--- src/rtl/fp_divide.sv ---
// FP32 divider: bit-serial restoring mantissa division, truncating,
// subnormals flushed to zero, start/busy/done handshake.
module fp_divide #(
  parameter int          BITS_PER_CYCLE = 1,
  parameter logic [31:0] NAN_PATTERN    = 32'h7FC00000
) (
  input  logic        clk,
  input  logic        reset,
  input  logic        start,
  input  logic [31:0] A,
  input  logic [31:0] B,
  output logic        busy,
  output logic        done,
  output logic [31:0] Result,
  output logic        invalid,
  output logic        div_by_zero
);

  localparam int         STEPS = 25 / BITS_PER_CYCLE;
  localparam logic [4:0] LAST  = 5'(STEPS - 1);

  typedef enum logic [1:0] {
    IDLE, UNPACK, DIVIDE, NORM
  } state_t;

  state_t             r_state;
  logic [31:0]        r_a;
  logic [31:0]        r_b;
  logic               r_sign;
  logic signed [9:0]  r_exp;
  logic [23:0]        r_mb;
  logic [24:0]        r_rem;
  logic [24:0]        r_q;
  logic [4:0]         r_cnt;

  logic [7:0]         w_ea;
  logic [7:0]         w_eb;
  logic [22:0]        w_fa;
  logic [22:0]        w_fb;
  logic               w_a_zero;
  logic               w_b_zero;
  logic               w_a_inf;
  logic               w_b_inf;
  logic               w_a_nan;
  logic               w_b_nan;
  logic               w_sign;
  logic signed [9:0]  w_exp0;
  logic signed [9:0]  w_e;
  logic [22:0]        w_frac;
  logic [24:0]        w_rem;
  logic [24:0]        w_q;

  assign w_ea     = r_a[30:23];
  assign w_eb     = r_b[30:23];
  assign w_fa     = r_a[22:0];
  assign w_fb     = r_b[22:0];
  assign w_a_zero = (w_ea == 8'h00);
  assign w_b_zero = (w_eb == 8'h00);
  assign w_a_inf  = (w_ea == 8'hFF) && (w_fa == '0);
  assign w_b_inf  = (w_eb == 8'hFF) && (w_fb == '0);
  assign w_a_nan  = (w_ea == 8'hFF) && (w_fa != '0);
  assign w_b_nan  = (w_eb == 8'hFF) && (w_fb != '0);
  assign w_sign   = r_a[31] ^ r_b[31];
  assign w_exp0   = $signed({2'b00, w_ea})
                  - $signed({2'b00, w_eb})
                  + 10'sd126;

  // q[24] set means the ratio is in [1,2): one extra exponent step
  assign w_e    = r_q[24] ? r_exp + 10'sd1 : r_exp;
  assign w_frac = r_q[24] ? r_q[23:1] : r_q[22:0];

  assign busy = (r_state != IDLE);

  always_comb begin
    w_rem = r_rem;
    w_q   = r_q;
    for (int i = 0; i < BITS_PER_CYCLE; i++) begin
      if (w_rem >= {1'b0, r_mb}) begin
        w_rem = w_rem - {1'b0, r_mb};
        w_q   = {w_q[23:0], 1'b1};
      end else begin
        w_q   = {w_q[23:0], 1'b0};
      end
      w_rem = {w_rem[23:0], 1'b0};
    end
  end

  always_ff @(posedge clk or posedge reset) begin
    if (reset) begin
      r_state     <= IDLE;
      r_a         <= '0;
      r_b         <= '0;
      r_sign      <= 1'b0;
      r_exp       <= '0;
      r_mb        <= '0;
      r_rem       <= '0;
      r_q         <= '0;
      r_cnt       <= '0;
      done        <= 1'b0;
      Result      <= '0;
      invalid     <= 1'b0;
      div_by_zero <= 1'b0;
    end else begin
      done <= 1'b0;
      unique case (r_state)
        IDLE: begin
          if (start) begin
            r_a     <= A;
            r_b     <= B;
            r_state <= UNPACK;
          end
        end
        UNPACK: begin
          r_sign  <= w_sign;
          r_exp   <= w_exp0;
          r_mb    <= {1'b1, w_fb};
          r_rem   <= {2'b01, w_fa};
          r_q     <= '0;
          r_cnt   <= LAST;
          r_state <= DIVIDE;
          if (w_a_nan || w_b_nan ||
              (w_a_zero && w_b_zero) ||
              (w_a_inf && w_b_inf)) begin
            Result      <= NAN_PATTERN;
            invalid     <= 1'b1;
            div_by_zero <= 1'b0;
            done        <= 1'b1;
            r_state     <= IDLE;
          end else if (w_a_inf) begin
            Result      <= {w_sign, 8'hFF, 23'b0};
            invalid     <= 1'b0;
            div_by_zero <= 1'b0;
            done        <= 1'b1;
            r_state     <= IDLE;
          end else if (w_b_zero) begin
            Result      <= {w_sign, 8'hFF, 23'b0};
            invalid     <= 1'b0;
            div_by_zero <= 1'b1;
            done        <= 1'b1;
            r_state     <= IDLE;
          end else if (w_a_zero || w_b_inf) begin
            Result      <= {w_sign, 31'b0};
            invalid     <= 1'b0;
            div_by_zero <= 1'b0;
            done        <= 1'b1;
            r_state     <= IDLE;
          end
        end
        DIVIDE: begin
          r_rem <= w_rem;
          r_q   <= w_q;
          r_cnt <= r_cnt - 5'd1;
          if (r_cnt == 5'd0) r_state <= NORM;
        end
        NORM: begin
          if (w_e >= 10'sd255)
            Result <= {r_sign, 8'hFF, 23'b0};
          else if (w_e <= 10'sd0)
            Result <= {r_sign, 31'b0};
          else
            Result <= {r_sign, w_e[7:0], w_frac};
          invalid     <= 1'b0;
          div_by_zero <= 1'b0;
          done        <= 1'b1;
          r_state     <= IDLE;
        end
      endcase
    end
  end

endmodule

--- config.mk ---
export PLATFORM = sky130hd
export DESIGN_NAME = fp_divide
export DESIGN_NICKNAME = d
export VERILOG_FILES = /design/src/rtl/fp_divide.sv
export SDC_FILE = /design/constraint.sdc
export NUM_CORES = 1
export LEC_CHECK = 0
export ABC_AREA = 0
export CAP_MARGIN = 25
export CORE_MARGIN = 2
export CORE_UTILIZATION = 42
export CTS_CLUSTER_SIZE = 30
export DETAILED_ROUTE_END_ITERATION = 12
export PLACE_DENSITY = 0.66
export SKIP_CTS_REPAIR_TIMING = 1
export SLEW_MARGIN = 20
export SYNTH_ARGS = -nofsm -noshare
export SYNTH_HDL_FRONTEND = slang
export SYNTH_SLANG_ARGS = --single-unit
--- constraint.sdc ---
create_clock -name clk -period 13.3 [get_ports clk]
set_input_delay 1.995 -clock clk [delete_from_list [all_inputs] [get_ports clk]]
set_output_delay 1.995 -clock clk [all_outputs]
set_load 0.005 [all_outputs]
---- After elaboration in Yosys (flattened, before gate mapping) ----
Index checks and enable logic that the tools add are counted.
storage, ports and cells
  input port bits ......................... 67
  bits in registers ....................... 191
  logic and storage cells ................. 89
cells by class
  order comparisons ....................... 3
  mux-type cells .......................... 35
  eq/ne operators ......................... 8
  bitwise logic cells ..................... 1
  add/subtract/negate cells ............... 5
  reduce and logical (&&, ||, !) cells .... 24
operators with widths
  cell                                                                                  number
  32-bit 2-to-1 mux                                                                     4
  25-bit case mux with 2 select lines                                                   2
  32-bit case mux with 2 select lines                                                   1
  31-bit 2-to-1 mux                                                                     2
  23-bit logical NOT                                                                    2
  23-bit nonzero test                                                                   2
  25-bit by 24-bit greater-or-equal comparator with 1-bit output                        1
  24-bit 2-to-1 mux                                                                     1
  24-bit subtractor                                                                     1
  23-bit 2-to-1 mux                                                                     1
  8-bit equality test, second input constant                                            2
  8-bit logical NOT                                                                     2
  1-bit 2-to-1 mux                                                                      12
  2-bit 2-to-1 mux                                                                      6
  10-bit by 2-bit adder with 10-bit output, second input constant                       1
  9-bit by 8-bit adder with 10-bit output, second input constant                        1
  10-bit by 9-bit greater-or-equal comparator with 1-bit output, second input constant  1
  10-bit by 1-bit less-or-equal comparator with 1-bit output, second input constant     1
  10-bit 2-to-1 mux                                                                     1
  5-bit case mux with 2 select lines                                                    1
  8-bit by 8-bit subtractor with 9-bit output                                           1
  2-bit case mux with 4 select lines                                                    1
  1-bit logical AND                                                                     6
  1-bit case mux with 2 select lines                                                    3
  11 further kinds                                                                      20

---- Logic depth before layout (Yosys ltp) ----
  depth in word-level cells ............... 8
  mapped depth ............................ 13
  depth with buffers taken out ............ 13

---- Worst setup path before layout ----
Ideal clock, no wire load.
  kind .................................... input to register
  start point ............................. input port start
  end point ............................... register r_a[0]
  data required time ...................... 13175 ps
  setup slack ............................. 10253 ps
  setup time .............................. 125 ps
  stages .................................. 3
  arrival ................................. 2923 ps
  cell sequence ........................... nand2_1 -> clkbuf_1 -> mux2_2
between the ends
  longest elaborated chain between the ends .. 1
RTL lines
  element                               line  source
  start: declaration                    9     input logic start,
  2-bit AND reduction (no source line)  n/a
  end signal: assignment                91    r_a <= '0;
  end signal: assignment                108   r_a <= A;
  end: declaration                      27    logic [31:0] r_a;
No other way between the ends.
A chain may end at the register's enable or synchronous reset.

---- Final worst setup path ----
  start point ............................. register r_state[0]
  end point ............................... output port busy
between the ends
  longest elaborated chain between the ends .. 1
RTL lines
  element                   line  source
  start: declaration        26    state_t r_state;
  start signal: assignment  90    r_state <= IDLE;
  start signal: assignment  110   r_state <= UNPACK;
  start signal: assignment  120   r_state <= DIVIDE;
  2-bit nonzero test        72    assign busy = (r_state != IDLE);
  end: declaration          12    output logic busy,
No other way between the ends.

==> metrics.txt <==
Clk Latency, worst-skew pair=0.43 ns; CP Max Fanout=5; CP peak stage delay=0.51 ns; total CTS buffers=17; Synth top area share=0.474; final cell count without fillers=1,425; most common cell after layout, fill and taps aside=dfrtp_1; Syn Inst Count=1,012; Distinct cells, synth=68; antenna-violating nets left=0; clk sinks=191; Max clock buf depth=2; Worst slew margin=0.309; CTS tree=done; power per cell area=276 nW/um^2; root buffer cell=clkbuf_16; Max H-tree Level=4; MaxCap Viol Count=0; # setup viols final=0; largest cells by area after synthesis=dfrtp_1 (47%), mux2_2 (7.5%), ha_1 (5.1%), a21oi_1 (3.8%), nand2_1 (3.5%); vias per cell=5.35; Arr. time, crit path=1.76 ns; placed cells=1,392; post-synthesis sequential element count=191; antenna violations before repair=0; die height=159 um; first-pass GRT wire length=38,400 um; Power Total=3.30 mW; met3 routed WL=842 um; Final Hold Fails=0; Rows=56; Yosys Warn Count=0; detailed-route wire length=23,500 um; Port-buffer cells=102; critical path capture point=busy; Die X=159 um; drt initial violations=456; R2R setup slack=10.29 ns; Worst EP required=11.31 ns; full die area=25,300 um^2; Crit Path Class=register to output pin; Top Layer Used=met4; final instance area=12,000 um^2; WL met2=11,100 um; f_max=0.266 GHz; maximum number of pins on one net before global-route repair=128; global route overflow=0; CP endpoint kind=output pin; final worst-path cycle share=0.282; area leader, netlist=dfrtp_1; IO Count=103; R2R Path Start=r_rem[4]; Reg-to-Reg End=r_rem[3]; area of the core=23,500 um^2; number of flops mapped to enable cells by yosys=0; sequential area share after synthesis=0.474; Total GRT Usage=0.187; setup TNS=0 ns; startpoint types=register; number of global-route vias before repair=7,368; worst hold slack=0.477 ns; syn_nets=1,122; mean area per synthesized cell=9.96 um^2; P_leak=5.07 nW; maximum VDD drop=0.121 mV; Placed Area=11,400 um^2; HP Start=Result[3]; FFs w/ async S/R, synth=1.00; WL/cell=16.5 um; worst setup path start=r_state[0]; RSZ-0062 raised after global routing=no; clock skew=0.0134 ns; synthesized area=10,100 um^2; routability cong.=0.851; Clock transition at path regs=0.07 ns; CP max-delay cell=clkdlybuf4s50_1; share of cells above drive strength 1=0.120; Residual DRC=0; most frequent cells in the layout=dfrtp_1 (191), clkdlybuf4s50_1 (102), nand2_1 (93); Slew Viols, Final=0; most frequent CP cell=inv_1; n_diodes=0; Worst R2R Path Depth=11; status=completed; M1 wire length=11,300 um; dpl hpwl=16,600 um; Most used DFF post-synth=dfrtp_1; area grow syn2layout=18.9%; worst hold path type=register to register; Pre-antenna DRT Iters=4; effective utilization at floorplan=0.428; Via Count=7,622; Worst Tran Pin Value=1.03 ns; Final min period=3.76 ns; Final #Nets=1,203; CP Cell Sequence=inv_1 -> ha_2 -> inv_1 -> clkdlybuf4s50_1
critical path, delay by kind of cell (launching register included):
family,cells,cell delay (ns)
adders and majority gates,1,0.20
buffers and inverters,3,0.71
DFF,1,0.43
synth_stat cells, types with 3 or more instances:
cell type    n
a21o_1      13
a21oi_1     76
a21oi_2      4
a221o_1      3
a22o_1      19
a31oi_1      6
and2_1       3
and3_1      25
buf_2        9
clkbuf_1    38
dfrtp_1    191
ha_1        41
inv_1       55
mux2_2      67
mux2i_1     29
nand2_1     94
nand2b_1     8
nand3_1     16
nand3b_1     4
nand4_1     15
nor2_1      63
nor2b_1      5
nor3_1      13
nor4_1      16
o21ai_0     69
o21ai_1     24
o21bai_1     4
o22ai_1      5
o2bb2ai_1    9
o31ai_1      4
or2_2        4
xnor2_1     21
xor2_1      17
per-layer routing:
layer / up-vias / global-route usage
met4: 0 / 0.0376
met5: - / 0
met2: 161 / 0.308
met1: 3679 / 0.262
li1: 3763 / -
met3: 19 / 0.0308
flip-flops by register name, summed over array words and instances, names as in the netlist, 5 cells and up, named ones only:
register / cells
Result: 32
r_mb: 24
r_exp: 10
r_rem: 25
r_b: 32
r_q: 25
r_a: 32
r_cnt: 5
power by group:
group	total (mW)	leakage [nW]	switching, mW	internal (mW)
registers	0.988	2.38	0.181	0.807
clock network	0.505	0.266	0.240	0.265
logic	1.81	2.43	1.03	0.785
total	3.30	5.07	1.45	1.86
stage by stage:
| stage | util | setup WS (ns) |
|---|---|---|
| 5_1_grt | 0.509 | 9.43 |
| 6_report | 0.509 | 9.54 |
| 4_1_cts | 0.508 | 9.49 |
| 2_1_floorplan | - | 6.11 |
| 3_3_place_gp | 0.483 | 9.25 |
| 3_5_place_dp | 0.483 | 9.26 |
logic make-up (layout without fill, tap and decap cells):
kind of cell / after synthesis / after routing / share of synthesized area
mux: 97 / 97 / 0.105
simple gates: 274 / 274 / 0.130
xor+xnor: 38 / 38 / 0.0330
buf+inv: 106 / 200 / 0.0410
fa+ha+maj: 43 / 43 / 0.0549
flops: 191 / 191 / 0.474
compound gates: 263 / 263 / 0.162
worst min path at each step:
stage | endpoint | slack, ns | cells past startpoint
global route | Result[3] | 0.50 | 2
CTS | Result[18] | 0.49 | 2
detailed placement | Result[3] | 0.47 | 2
global placement | Result[18] | 0.46 | 2
finish | Result[3] | 0.48 | 2
floorplan | r_mb[23] | 0.43 | 2
cell type report:
cell class | count | area, um^2
clock buffers | 17 | 425
multi-input cells | 715 | 4900
fillers | 2171 | 11600
repair buffers | 111 | 1100
flip-flops and latches | 191 | 4780
well taps | 319 | 399
inverters | 57 | 221
clock inverters | 15 | 160
Power figures use the tool's default switching activity.
